<file path="config.mk">
export PLATFORM = sky130hd
export DESIGN_NAME = uart_xcvr_cfg
export DESIGN_NICKNAME = d
export VERILOG_FILES = /design/src/rtl/uart_pkg.sv /design/src/rtl/uart_bit_timer.sv /design/src/rtl/uart_xcvr_cfg.sv
export SDC_FILE = /design/constraint.sdc
export NUM_CORES = 1
export LEC_CHECK = 0
export ABC_AREA = 1
export BUFFER_PORTS_ARGS = -buffer_cell sky130_fd_sc_hd__buf_2
export CAP_MARGIN = 40
export CELL_PAD_IN_SITES_DETAIL_PLACEMENT = 1
export CELL_PAD_IN_SITES_GLOBAL_PLACEMENT = 1
export CORE_MARGIN = 4
export CORE_UTILIZATION = 45
export CTS_CLUSTER_DIAMETER = 80
export DETAILED_ROUTE_END_ITERATION = 12
export HOLD_SLACK_MARGIN = 0.06
export PLACE_DENSITY_LB_ADDON = 0.1
export SYNTH_ARGS = -nofsm -noshare
export SYNTH_HDL_FRONTEND = slang
export SYNTH_SLANG_ARGS = --single-unit
</file>
<file path="constraint.sdc">
create_clock -name i_clk -period 1.6 [get_ports i_clk]
set_input_delay 0.16 -clock i_clk [delete_from_list [all_inputs] [get_ports i_clk]]
set_output_delay 0.16 -clock i_clk [all_outputs]
set_load 0.02 [all_outputs]
</file>
<file path="src/rtl/uart_pkg.sv">
// rtl/uart_pkg.sv - parity modes, shared FSM state encoding and parity helper for the UART
package uart_pkg;

  localparam logic [1:0] PARITY_NONE = 2'd0;
  localparam logic [1:0] PARITY_ODD  = 2'd1;
  localparam logic [1:0] PARITY_EVEN = 2'd2;

  localparam int MAX_DATA_BITS = 9;

  typedef enum logic [2:0] {
    ST_IDLE      = 3'd0,
    ST_START     = 3'd1,
    ST_DATA      = 3'd2,
    ST_PARITY    = 3'd3,
    ST_STOP      = 3'd4,
    ST_WAIT_HIGH = 3'd5
  } uart_state_e;

  // Callers zero-extend narrower words; the extra zeros do not change the ones count.
  function automatic logic parity_bit(input logic [MAX_DATA_BITS-1:0] data, input logic [1:0] mode);
    case (mode)
      PARITY_ODD:  return ~^data;
      PARITY_EVEN: return ^data;
      default:     return 1'b0;
    endcase
  endfunction

endpackage

</file>
<file path="src/rtl/uart_bit_timer.sv">
// rtl/uart_bit_timer.sv - per-bit cycle counter with clear, mid-point and end-of-bit strobes
module uart_bit_timer #(
  parameter int CLKS_PER_BIT = 16
) (
  input  logic i_clk,
  input  logic i_rst,
  input  logic i_clear,
  output logic o_mid,
  output logic o_end
);

  localparam int CW = $clog2(CLKS_PER_BIT);
  localparam logic [CW-1:0] MID  = CW'(CLKS_PER_BIT / 2);
  localparam logic [CW-1:0] LAST = CW'(CLKS_PER_BIT - 1);

  logic [CW-1:0] count_q, count_d;

  // Saturates at LAST; users restart each bit with i_clear.
  always_comb begin
    count_d = count_q;
    if (i_clear) begin
      count_d = '0;
    end else if (count_q != LAST) begin
      count_d = count_q + CW'(1);
    end
  end

  always_ff @(posedge i_clk or posedge i_rst) begin
    if (i_rst) begin
      count_q <= '0;
    end else begin
      count_q <= count_d;
    end
  end

  assign o_mid = (count_q == MID);
  assign o_end = (count_q == LAST);

endmodule

</file>
<file path="src/rtl/uart_xcvr_cfg.sv">
// rtl/uart_xcvr_cfg.sv - full-duplex UART with configurable data width, parity and stop bits
// Define UART_RX_MAJORITY_EN for a 2-of-3 vote around each RX sample point.
module uart_xcvr_cfg
  import uart_pkg::*;
#(
  parameter int CLKS_PER_BIT = 16,
  parameter int DATA_BITS    = 8,
  parameter int PARITY_MODE  = 0,
  parameter int STOP_BITS    = 1
) (
  input  logic                 i_clk,
  input  logic                 i_rst,
  input  logic [DATA_BITS-1:0] i_tx_data,
  input  logic                 i_tx_valid,
  output logic                 o_tx_ready,
  output logic                 o_tx_serial,
  input  logic                 i_rx_serial,
  output logic [DATA_BITS-1:0] o_rx_data,
  output logic                 o_rx_valid,
  output logic                 o_rx_parity_err,
  output logic                 o_rx_frame_err
);

  localparam int IW = $clog2(DATA_BITS);
  localparam logic [IW-1:0] LAST_IDX = IW'(DATA_BITS - 1);
  localparam bit HAS_PAR = (PARITY_MODE == 1) || (PARITY_MODE == 2);
  localparam logic [1:0] PMODE = HAS_PAR ? 2'(PARITY_MODE) : PARITY_NONE;
  localparam bit TWO_STOP = (STOP_BITS == 2);

  uart_state_e          tx_state_q, tx_state_d;
  logic [DATA_BITS-1:0] tx_data_q, tx_data_d;
  logic [IW-1:0]        tx_idx_q, tx_idx_d;
  logic                 tx_par_q, tx_par_d, tx_stop_q, tx_stop_d;
  logic                 tx_serial_q, tx_serial_d, tx_ready_q, tx_ready_d;
  logic                 tx_clear, tx_end, tx_mid_unused;

  uart_bit_timer #(.CLKS_PER_BIT(CLKS_PER_BIT)) u_tx_timer (
    .i_clk(i_clk), .i_rst(i_rst), .i_clear(tx_clear), .o_mid(tx_mid_unused), .o_end(tx_end)
  );

  // The data word shifts right so the next bit is always at index 1; parity is fixed at accept time.
  always_comb begin
    tx_state_d  = tx_state_q;
    tx_data_d   = tx_data_q;
    tx_par_d    = tx_par_q;
    tx_idx_d    = tx_idx_q;
    tx_stop_d   = tx_stop_q;
    tx_serial_d = tx_serial_q;
    tx_clear    = tx_end;
    case (tx_state_q)
      ST_IDLE: begin
        tx_clear = 1'b1;
        if (i_tx_valid) begin
          tx_data_d   = i_tx_data;
          tx_par_d    = parity_bit(MAX_DATA_BITS'(i_tx_data), PMODE);
          tx_state_d  = ST_START;
          tx_serial_d = 1'b0;
        end
      end
      ST_START: if (tx_end) begin
        tx_state_d  = ST_DATA;
        tx_idx_d    = '0;
        tx_serial_d = tx_data_q[0];
      end
      ST_DATA: if (tx_end) begin
        if (tx_idx_q == LAST_IDX) begin
          tx_stop_d   = 1'b0;
          tx_serial_d = HAS_PAR ? tx_par_q : 1'b1;
          if (HAS_PAR) tx_state_d = ST_PARITY;
          else         tx_state_d = ST_STOP;
        end else begin
          tx_idx_d    = tx_idx_q + IW'(1);
          tx_data_d   = tx_data_q >> 1;
          tx_serial_d = tx_data_q[1];
        end
      end
      ST_PARITY: if (tx_end) begin
        tx_state_d  = ST_STOP;
        tx_stop_d   = 1'b0;
        tx_serial_d = 1'b1;
      end
      ST_STOP: if (tx_end) begin
        if (TWO_STOP && !tx_stop_q) tx_stop_d  = 1'b1;
        else                        tx_state_d = ST_IDLE;
      end
      default: begin
        tx_state_d  = ST_IDLE;
        tx_serial_d = 1'b1;
      end
    endcase
    tx_ready_d = (tx_state_d == ST_IDLE);
  end

  always_ff @(posedge i_clk or posedge i_rst) begin
    if (i_rst) begin
      tx_state_q  <= ST_IDLE;
      tx_data_q   <= '0;
      tx_par_q    <= 1'b0;
      tx_idx_q    <= '0;
      tx_stop_q   <= 1'b0;
      tx_serial_q <= 1'b1;
      tx_ready_q  <= 1'b1;
    end else begin
      tx_state_q  <= tx_state_d;
      tx_data_q   <= tx_data_d;
      tx_par_q    <= tx_par_d;
      tx_idx_q    <= tx_idx_d;
      tx_stop_q   <= tx_stop_d;
      tx_serial_q <= tx_serial_d;
      tx_ready_q  <= tx_ready_d;
    end
  end

  assign o_tx_ready  = tx_ready_q;
  assign o_tx_serial = tx_serial_q;

  logic [1:0] rx_sync_q, rx_sync_d;
  logic       rx_line, rx_clear, rx_mid, rx_end, rx_samp, rx_bit;

  assign rx_sync_d = {rx_sync_q[0], i_rx_serial};
  assign rx_line   = rx_sync_q[1];

  always_ff @(posedge i_clk or posedge i_rst) begin
    if (i_rst) rx_sync_q <= 2'b11;
    else       rx_sync_q <= rx_sync_d;
  end

  uart_bit_timer #(.CLKS_PER_BIT(CLKS_PER_BIT)) u_rx_timer (
    .i_clk(i_clk), .i_rst(i_rst), .i_clear(rx_clear), .o_mid(rx_mid), .o_end(rx_end)
  );

`ifdef UART_RX_MAJORITY_EN
  // Decide one cycle after mid, voting over the line at mid-1, mid and mid+1.
  logic [1:0] rx_hist_q, rx_hist_d;
  logic       rx_mid_dly_q, rx_mid_dly_d;

  assign rx_hist_d    = {rx_hist_q[0], rx_line};
  assign rx_mid_dly_d = rx_mid;

  always_ff @(posedge i_clk or posedge i_rst) begin
    if (i_rst) begin
      rx_hist_q    <= 2'b11;
      rx_mid_dly_q <= 1'b0;
    end else begin
      rx_hist_q    <= rx_hist_d;
      rx_mid_dly_q <= rx_mid_dly_d;
    end
  end

  assign rx_samp = rx_mid_dly_q;
  assign rx_bit  = (rx_hist_q[1] & rx_hist_q[0]) | (rx_hist_q[1] & rx_line) | (rx_hist_q[0] & rx_line);
`else
  assign rx_samp = rx_mid;
  assign rx_bit  = rx_line;
`endif

  uart_state_e          rx_state_q, rx_state_d;
  logic [DATA_BITS-1:0] rx_shift_q, rx_shift_d, rx_data_q, rx_data_d;
  logic [IW-1:0]        rx_idx_q, rx_idx_d;
  logic                 rx_stop_q, rx_stop_d, rx_perr_acc_q, rx_perr_acc_d, rx_ferr_acc_q, rx_ferr_acc_d;
  logic                 rx_valid_q, rx_valid_d, rx_parity_err_q, rx_parity_err_d;
  logic                 rx_frame_err_q, rx_frame_err_d;

  // The timer restarts at each bit boundary, so every sample falls exactly one bit after the last.
  always_comb begin
    rx_state_d      = rx_state_q;
    rx_shift_d      = rx_shift_q;
    rx_idx_d        = rx_idx_q;
    rx_stop_d       = rx_stop_q;
    rx_perr_acc_d   = rx_perr_acc_q;
    rx_ferr_acc_d   = rx_ferr_acc_q;
    rx_data_d       = rx_data_q;
    rx_parity_err_d = rx_parity_err_q;
    rx_frame_err_d  = rx_frame_err_q;
    rx_valid_d      = 1'b0;
    rx_clear        = rx_end || (rx_state_q == ST_IDLE) || (rx_state_q == ST_WAIT_HIGH);
    case (rx_state_q)
      ST_IDLE: if (!rx_line) rx_state_d = ST_START;
      ST_START: if (rx_samp) begin
        if (rx_bit) begin
          rx_state_d = ST_IDLE;
        end else begin
          rx_state_d    = ST_DATA;
          rx_idx_d      = '0;
          rx_stop_d     = 1'b0;
          rx_perr_acc_d = 1'b0;
          rx_ferr_acc_d = 1'b0;
        end
      end
      ST_DATA: if (rx_samp) begin
        rx_shift_d = {rx_bit, rx_shift_q[DATA_BITS-1:1]};
        if (rx_idx_q == LAST_IDX) begin
          if (HAS_PAR) rx_state_d = ST_PARITY;
          else         rx_state_d = ST_STOP;
        end else begin
          rx_idx_d = rx_idx_q + IW'(1);
        end
      end
      ST_PARITY: if (rx_samp) begin
        rx_perr_acc_d = (rx_bit != parity_bit(MAX_DATA_BITS'(rx_shift_q), PMODE));
        rx_state_d    = ST_STOP;
      end
      ST_STOP: if (rx_samp) begin
        if (TWO_STOP && !rx_stop_q) begin
          rx_stop_d     = 1'b1;
          rx_ferr_acc_d = rx_ferr_acc_q | ~rx_bit;
        end else begin
          rx_valid_d      = 1'b1;
          rx_data_d       = rx_shift_q;
          rx_parity_err_d = rx_perr_acc_q;
          rx_frame_err_d  = rx_ferr_acc_q | ~rx_bit;
          if (rx_ferr_acc_q | ~rx_bit) rx_state_d = ST_WAIT_HIGH;
          else                         rx_state_d = ST_IDLE;
        end
      end
      ST_WAIT_HIGH: if (rx_line) rx_state_d = ST_IDLE;
      default: rx_state_d = ST_IDLE;
    endcase
  end

  always_ff @(posedge i_clk or posedge i_rst) begin
    if (i_rst) begin
      rx_state_q      <= ST_IDLE;
      rx_shift_q      <= '0;
      rx_idx_q        <= '0;
      rx_stop_q       <= 1'b0;
      rx_perr_acc_q   <= 1'b0;
      rx_ferr_acc_q   <= 1'b0;
      rx_data_q       <= '0;
      rx_valid_q      <= 1'b0;
      rx_parity_err_q <= 1'b0;
      rx_frame_err_q  <= 1'b0;
    end else begin
      rx_state_q      <= rx_state_d;
      rx_shift_q      <= rx_shift_d;
      rx_idx_q        <= rx_idx_d;
      rx_stop_q       <= rx_stop_d;
      rx_perr_acc_q   <= rx_perr_acc_d;
      rx_ferr_acc_q   <= rx_ferr_acc_d;
      rx_data_q       <= rx_data_d;
      rx_valid_q      <= rx_valid_d;
      rx_parity_err_q <= rx_parity_err_d;
      rx_frame_err_q  <= rx_frame_err_d;
    end
  end

  assign o_rx_data       = rx_data_q;
  assign o_rx_valid      = rx_valid_q;
  assign o_rx_parity_err = rx_parity_err_q;
  assign o_rx_frame_err  = rx_frame_err_q;

endmodule

</file>
## Yosys cells after proc, flatten, opt, wreduce, memory -nomap -nowiden

Cells that the tools add are included.

| operators by class | value |
|---|---|
| bitwise logic cells | 2 |
| reductions and logical operators | 19 |
| add/subtract/negate cells | 4 |
| mux-type cells | 49 |
| eq/ne operators | 31 |

Operator list:

| kind | number |
|---|---|
| two-way mux 3 bit | 21 |
| != test 2 bit, second input constant | 14 |
| two-way mux 8 bit | 3 |
| one-hot mux 3 bit (6 select lines) | 1 |
| two-way mux 4 bit | 4 |
| one-hot mux 8 bit (2 select lines) | 1 |
| equality test 3 bit, second input constant | 5 |
| one-hot mux 3 bit (5 select lines) | 1 |
| two-way mux 1 bit | 13 |
| equality test 3 x 2 -> 1 bit, second input constant | 4 |
| equality test 4 bit, second input constant | 3 |
| one-hot mux 3 bit (2 select lines) | 2 |
| AND reduction 4 bit | 3 |
| nonzero test 2 bit | 6 |
| AND reduction 5 bit | 2 |
| logical NOT 3 bit | 3 |
| adder 4 x 1 -> 4 bit, second input constant | 2 |
| != test 4 bit, second input constant | 2 |
| AND reduction 7 bit | 1 |
| adder 3 x 1 -> 3 bit, second input constant | 2 |
| equality test 3 x 1 -> 1 bit, second input constant | 2 |
| one-hot mux 1 bit (5 select lines) | 1 |
| AND reduction 2 bit | 2 |
| logical OR 1 bit | 2 |
| 4 further kinds | 5 |

| storage, ports and cells | value |
|---|---|
| logic and storage cells | 121 |
| flip-flop bits (word level) | 52 |

## Logic depth before layout (Yosys ltp)

| depth | value |
|---|---|
| depth after elaboration | 6 |
| depth in mapped cells | 10 |

## By module

From an unflattened synthesis, not the netlist that was laid out.

| second synthesis, totals | value |
|---|---|
| cells, all modules | 316 |
| area total of the unflattened synthesis | 2598.7 um^2 |

Modules (own cells, without submodules):

| module | seq. area each (um^2) | cells an instance | area each (um^2) | instances |
|---|---|---|---|---|
| uart_xcvr_cfg | 1106.1 | 250 | 2118.3 | 1 |
| uart_bit_timer | 100.1 | 33 | 240.2 | 2 |

## Least setup slack after synthesis

No wires, ideal clock.

| timing | value |
|---|---|
| kind | register to register |
| from | register tx_idx_q[0] |
| to | register tx_data_q[1] |
| path buffers | 1 |
| cell stages (with the launch flop) | 10 |
| setup slack | 0.173 ns |
| arrival | 1.306 ns |
| clock period less this slack | 1.427 ns |
| library setup time | 0.121 ns |
| cells stage by stage | dfrtp_1 > ha_1 > ha_1 > inv_1 > nand2_2 > nand2_4 > nand2_4 > buf_6 > nand2_1 > o21ai_2 |

| between the ends | value |
|---|---|
| cells in the longest elaborated chain, start to end | 3 |

Ends and longest elaborated chain:

| element | line | source |
|---|---|---|
| start, declared | uart_xcvr_cfg.sv:32 | `logic [IW-1:0] tx_idx_q, tx_idx_d;` |
| start signal, assigned | uart_xcvr_cfg.sv:107 | `tx_idx_q <= tx_idx_d;` |
| equality test 3 bit | uart_xcvr_cfg.sv:66 | `if (tx_idx_q == LAST_IDX) begin` |
| != test 2 bit (no line) | - |  |
| AND reduction 4 bit (no line) | - |  |
| end signal, assigned | uart_xcvr_cfg.sv:105 | `tx_data_q <= tx_data_d;` |
| end, declared | uart_xcvr_cfg.sv:31 | `logic [DATA_BITS-1:0] tx_data_q, tx_data_d;` |

Every way passes these cells.
A chain may end at the register's enable or synchronous reset.

## Worst setup path in the final report

| timing | value |
|---|---|
| from | register u_rx_timer.count_q[0] |
| to | register rx_state_q[2] |

| between the ends | value |
|---|---|
| cells in the longest elaborated chain, start to end | 3 |
| elaborated cells on any way between the ends | 6 |
| classes of those cells | 5 x eq/ne; 1 x reduce/logical |

Ends and longest elaborated chain:

| element | line | source |
|---|---|---|
| start, declared | uart_bit_timer.sv:16 | `logic [CW-1:0] count_q, count_d;` |
| start signal, assigned | uart_bit_timer.sv:32 | `count_q <= count_d;` |
| equality test 4 bit (*) | uart_bit_timer.sv:36 | `assign o_mid = (count_q == MID);` |
| != test 2 bit (no line) | - |  |
| AND reduction 7 bit (no line) (*) | - |  |
| end signal, assigned | uart_xcvr_cfg.sv:234 | `rx_state_q <= rx_state_d;` |
| end, declared | uart_xcvr_cfg.sv:157 | `uart_state_e rx_state_q, rx_state_d;` |

Mark *: on every way between the ends. The rest lies on a longest branch, timed or not.

==> key figures <==
Yosys
  – Top_reg_cell synth: dfrtp_1
  – Synth cell types: 32
  – Fraction of registers with async set/reset: 100.0%
  – EDFF count, synth: 0
  – Top-area cell type share of the netlist area: 47.24%
  – Largest cells by area after synthesis: dfrtp_1 (47%), nand2_1 (11%), o21ai_2 (4.5%)
  – Net Count, Synth: 293
  – Synthesized netlist cell count: 274
  – Post-synthesis sequential area ratio: 51.38%
  – Yosys Warn Count: 0
  – Most common cell in the synthesized netlist: nand2_1
  – Post-synth top area cell: dfrtp_1
  – Mean Syn Cell Area: 9.279 sq um
  – Mapped Area: 2542 sq um
  – Most frequent cells after synthesis: nand2_1 (72), dfrtp_1 (48), inv_1 (23)
  – #FFs+latches synth: 52

Route
  – TritonRoute pass-1 iters: 4
  – Detailed-route wire length per cell: 13.58 microns
  – Drt drc: 0
  – DR iter-0 viols: 85
  – WL final: 5120 microns
  – Vias per cell: 4.963
  – Final ANT Viol Nets: 0
  – Via count: 1871

Critical path
  – Reg2Reg Capture Point: rx_state_q[2]$_DFFE_PP0P_
  – Slowest CP cell: dfrtp_1
  – Crit Path Max Fanout: 5
  – Crit path max-delay family: simple AND/OR/NAND/NOR gates
  – Cell repeated most along the worst path: nand2_1
  – Reg2reg path depth: 9
  – Launching point of the worst reg2reg path: u_rx_timer.count_q[0]$_DFFE_PP0P_
  – WP buf/inv: 1
  – Element type at the critical path start: flip-flop
  – CP arrival: 1.69 ns
  – CP peak stage delay: 0.43 ns
  – Reg2Reg Setup Slack: 0.12 ns
  – Worst path required time: 1.81 ns
  – Worst-path cell chain: inv_1 -> ha_1 -> nand3b_4 -> nand2_1 -> nand2_1 -> nor2_4 -> nand2_2 -> nand2_1 -> nand2_1
  – Critical path class: flip-flop to flip-flop
  – Type of destination of the critical path: flip-flop
  – Worst path depth: 9

Timing
  – Slew Viols, Final: 0
  – Worst hold slack: 0.08720 ns
  – Slew headroom: 73.54%
  – Final setup viols: 0
  – Count of final hold-check violations: 0
  – Fmax: 676.6 MHz
  – Final setup margin: 0.1220 ns
  – Fin crit period: 1.478 ns
  – RSZ-0062 raised after global routing: yes
  – Worst-Margin Slew: 0.3952 ns
  – Fin crit share: 92.37%
  – Clock Skew: 0.006775 ns

Global route
  – Total GRT Usage: 16.38%
  – Vias in the first global route: 1979
  – Congestion Overflow GR: 0
  – Initial antenna violation count: 0
  – Global-route wire length before repair: 9370 microns
  – Largest net degree at the start of global routing: 45

Placement
  – HPWL Detailed: 3740 microns
  – Placed insts: 367
  – Place WS: 0.06770 ns
  – RD Place Congestion: 0.8039
  – Port-buffer cells: 24

Layout
  – Layout cells sized above 1: 26.23%
  – Layout Area Growth over Synthesis: 12.20%
  – Post-Layout Cell Count: 377
  – Final core utilization: 51.81%
  – ANT cells: 0
  – Nets: 323
  – Fillcell total: 657

Clock network
  – Clock transition at path regs: 0.10 ns
  – Clock Tree Root: clkbuf_8
  – Clk Latency, worst-skew pair: 0.31 ns
  – Setup bufs post-CTS: 0
  – CTS tree: yes
  – Clock sink total: 52
  – Maximum buffer depth of the clock tree: 2
  – H-tree Lvls: 2
  – Num CTS Buffers: 5

Power
  – Power Total: 2883 uW
  – Worst VDD drop: 0.0004891 V
  – Pwr dens: 1010 nW/um^2
  – Lkg Pwr: 0.001486 uW

Job
  – Max_cap viols: 0

Die
  – I/O Pins: 25
  – Initial Util: 46.17%
  – Num rows: 27
  – Total die area: 6916 sq um
  – Core ar.: 5507 sq um
  – Die W: 83.17 microns
  – Die H: 83.17 microns

Hold path
  – Min-Delay Endpoint: tx_data_q[7]$_DFFE_PP0P_
  – Hold_sp: i_tx_data[7]
  – HP Class: input port to flip-flop
  – Hold path depth: 3

Status
  – Status: completed
==> metal layers <==
layer | track usage (%) | vias up | part of all wire (%)
met4 | 4.458 | 0 | 1.1
met1 | 20.69 | 912 | 46
met3 | 3.571 | 5 | 3.0
met5 | 0 | - | 0
met2 | 28.28 | 20 | 50
li1 | - | 934 | -
==> layout by cell type, fill, tap and decap left out, types with 3 or more instances in the layout <==
cell type,n
o21ai_1,3
ha_1,7
buf_4,3
nand2_1,72
inv_2,6
nor2_4,5
nand3_1,17
dfrtp_1,48
o21ai_2,13
nand4_1,3
clkbuf_8,5
nor2_1,18
dfstp_2,4
or2_1,6
nand2_2,5
buf_2,24
o21ai_0,18
inv_1,21
==> power breakdown <==
part           switching, uW  total [uW]  internal (uW)
Clock                    477         799            322
Combinational            363         573            210
Sequential               108        1510           1400
Total                    949        2880           1930
==> worst register-to-register path, stage by stage (launching register included) <==
cell	delay (ns)
dfrtp_1	0.43
inv_1	0.07
ha_1	0.18
nand3b_4	0.15
nand2_1	0.15
nand2_1	0.10
nor2_4	0.12
nand2_2	0.08
nand2_1	0.06
nand2_1	0.05
==> timing repair <==
item                                    CTS  global route
gates resized for setup                   0             4
hold buffers                              2             0
hold endpoints to repair                 50             0
endpoints found under the setup margin    0            18
==> flip-flops by register name (all words and copies together), names as in the netlist, 2 cells and up <==
name / flops
rx_state_q: 3
u_rx_timer.count_q: 4
o_rx_data: 8
tx_data_q: 8
tx_state_q: 3
u_tx_timer.count_q: 4
rx_sync_q: 2
tx_idx_q: 3
rx_idx_q: 3
rx_shift_q: 8
==> layout make-up <==
| cell class | instances | area, sq um | share of cell area (%) |
|---|---|---|---|
| inverter | 28 | 107.6 | 3.772 |
| clock inverter | 3 | 27.53 | 0.9649 |
| sequential | 52 | 1306 | 45.79 |
| tap | 72 | 90.09 | 3.158 |
| timing repair buffer | 30 | 182.7 | 6.403 |
| clock buffer | 5 | 68.82 | 2.412 |
| multi-input combinational | 187 | 1070 | 37.50 |
==> cells by family (layout without fill, tap and decap cells) <==
family | Yosys count | count (layout) | synth area share [%]
buffers and inverters | 35 | 66 | 6.742
XOR/XNOR | 4 | 4 | 1.378
adder cells (fa/ha/maj) | 7 | 7 | 3.445
flip-flops | 52 | 52 | 51.38
AND/OR/NAND/NOR | 137 | 137 | 27.07
AO/OA/AOI/OAI | 39 | 39 | 9.990
==> metrics by stage <==
step	setup TNS [ns]	instance area, sq um
3_5_place_dp	0	2729
6_report	0	2853
5_1_grt	-0.1406	2853
2_1_floorplan	0	2542
3_3_place_gp	0	2729
4_1_cts	0	2845
==> worst max path at each step <==
stage / startpoint / endpoint / slack (ns)
after floorplan: tx_idx_q[0]$_DFFE_PP0P_ / tx_data_q[1]$_DFFE_PP0P_ / 0.17
after global placement: tx_idx_q[0]$_DFFE_PP0P_ / tx_idx_q[2]$_DFFE_PP0P_ / 0.13
after detailed placement: u_rx_timer.count_q[0]$_DFFE_PP0P_ / o_rx_data[3]$_DFFE_PP0P_ / 0.07
after CTS: u_rx_timer.count_q[0]$_DFFE_PP0P_ / o_rx_data[3]$_DFFE_PP0P_ / 0.05
after global routing: u_rx_timer.count_q[0]$_DFFE_PP0P_ / rx_state_q[2]$_DFFE_PP0P_ / -0.04
final: u_rx_timer.count_q[0]$_DFFE_PP0P_ / rx_state_q[2]$_DFFE_PP0P_ / 0.12
Note: power is estimated with default switching activity, not from simulation.
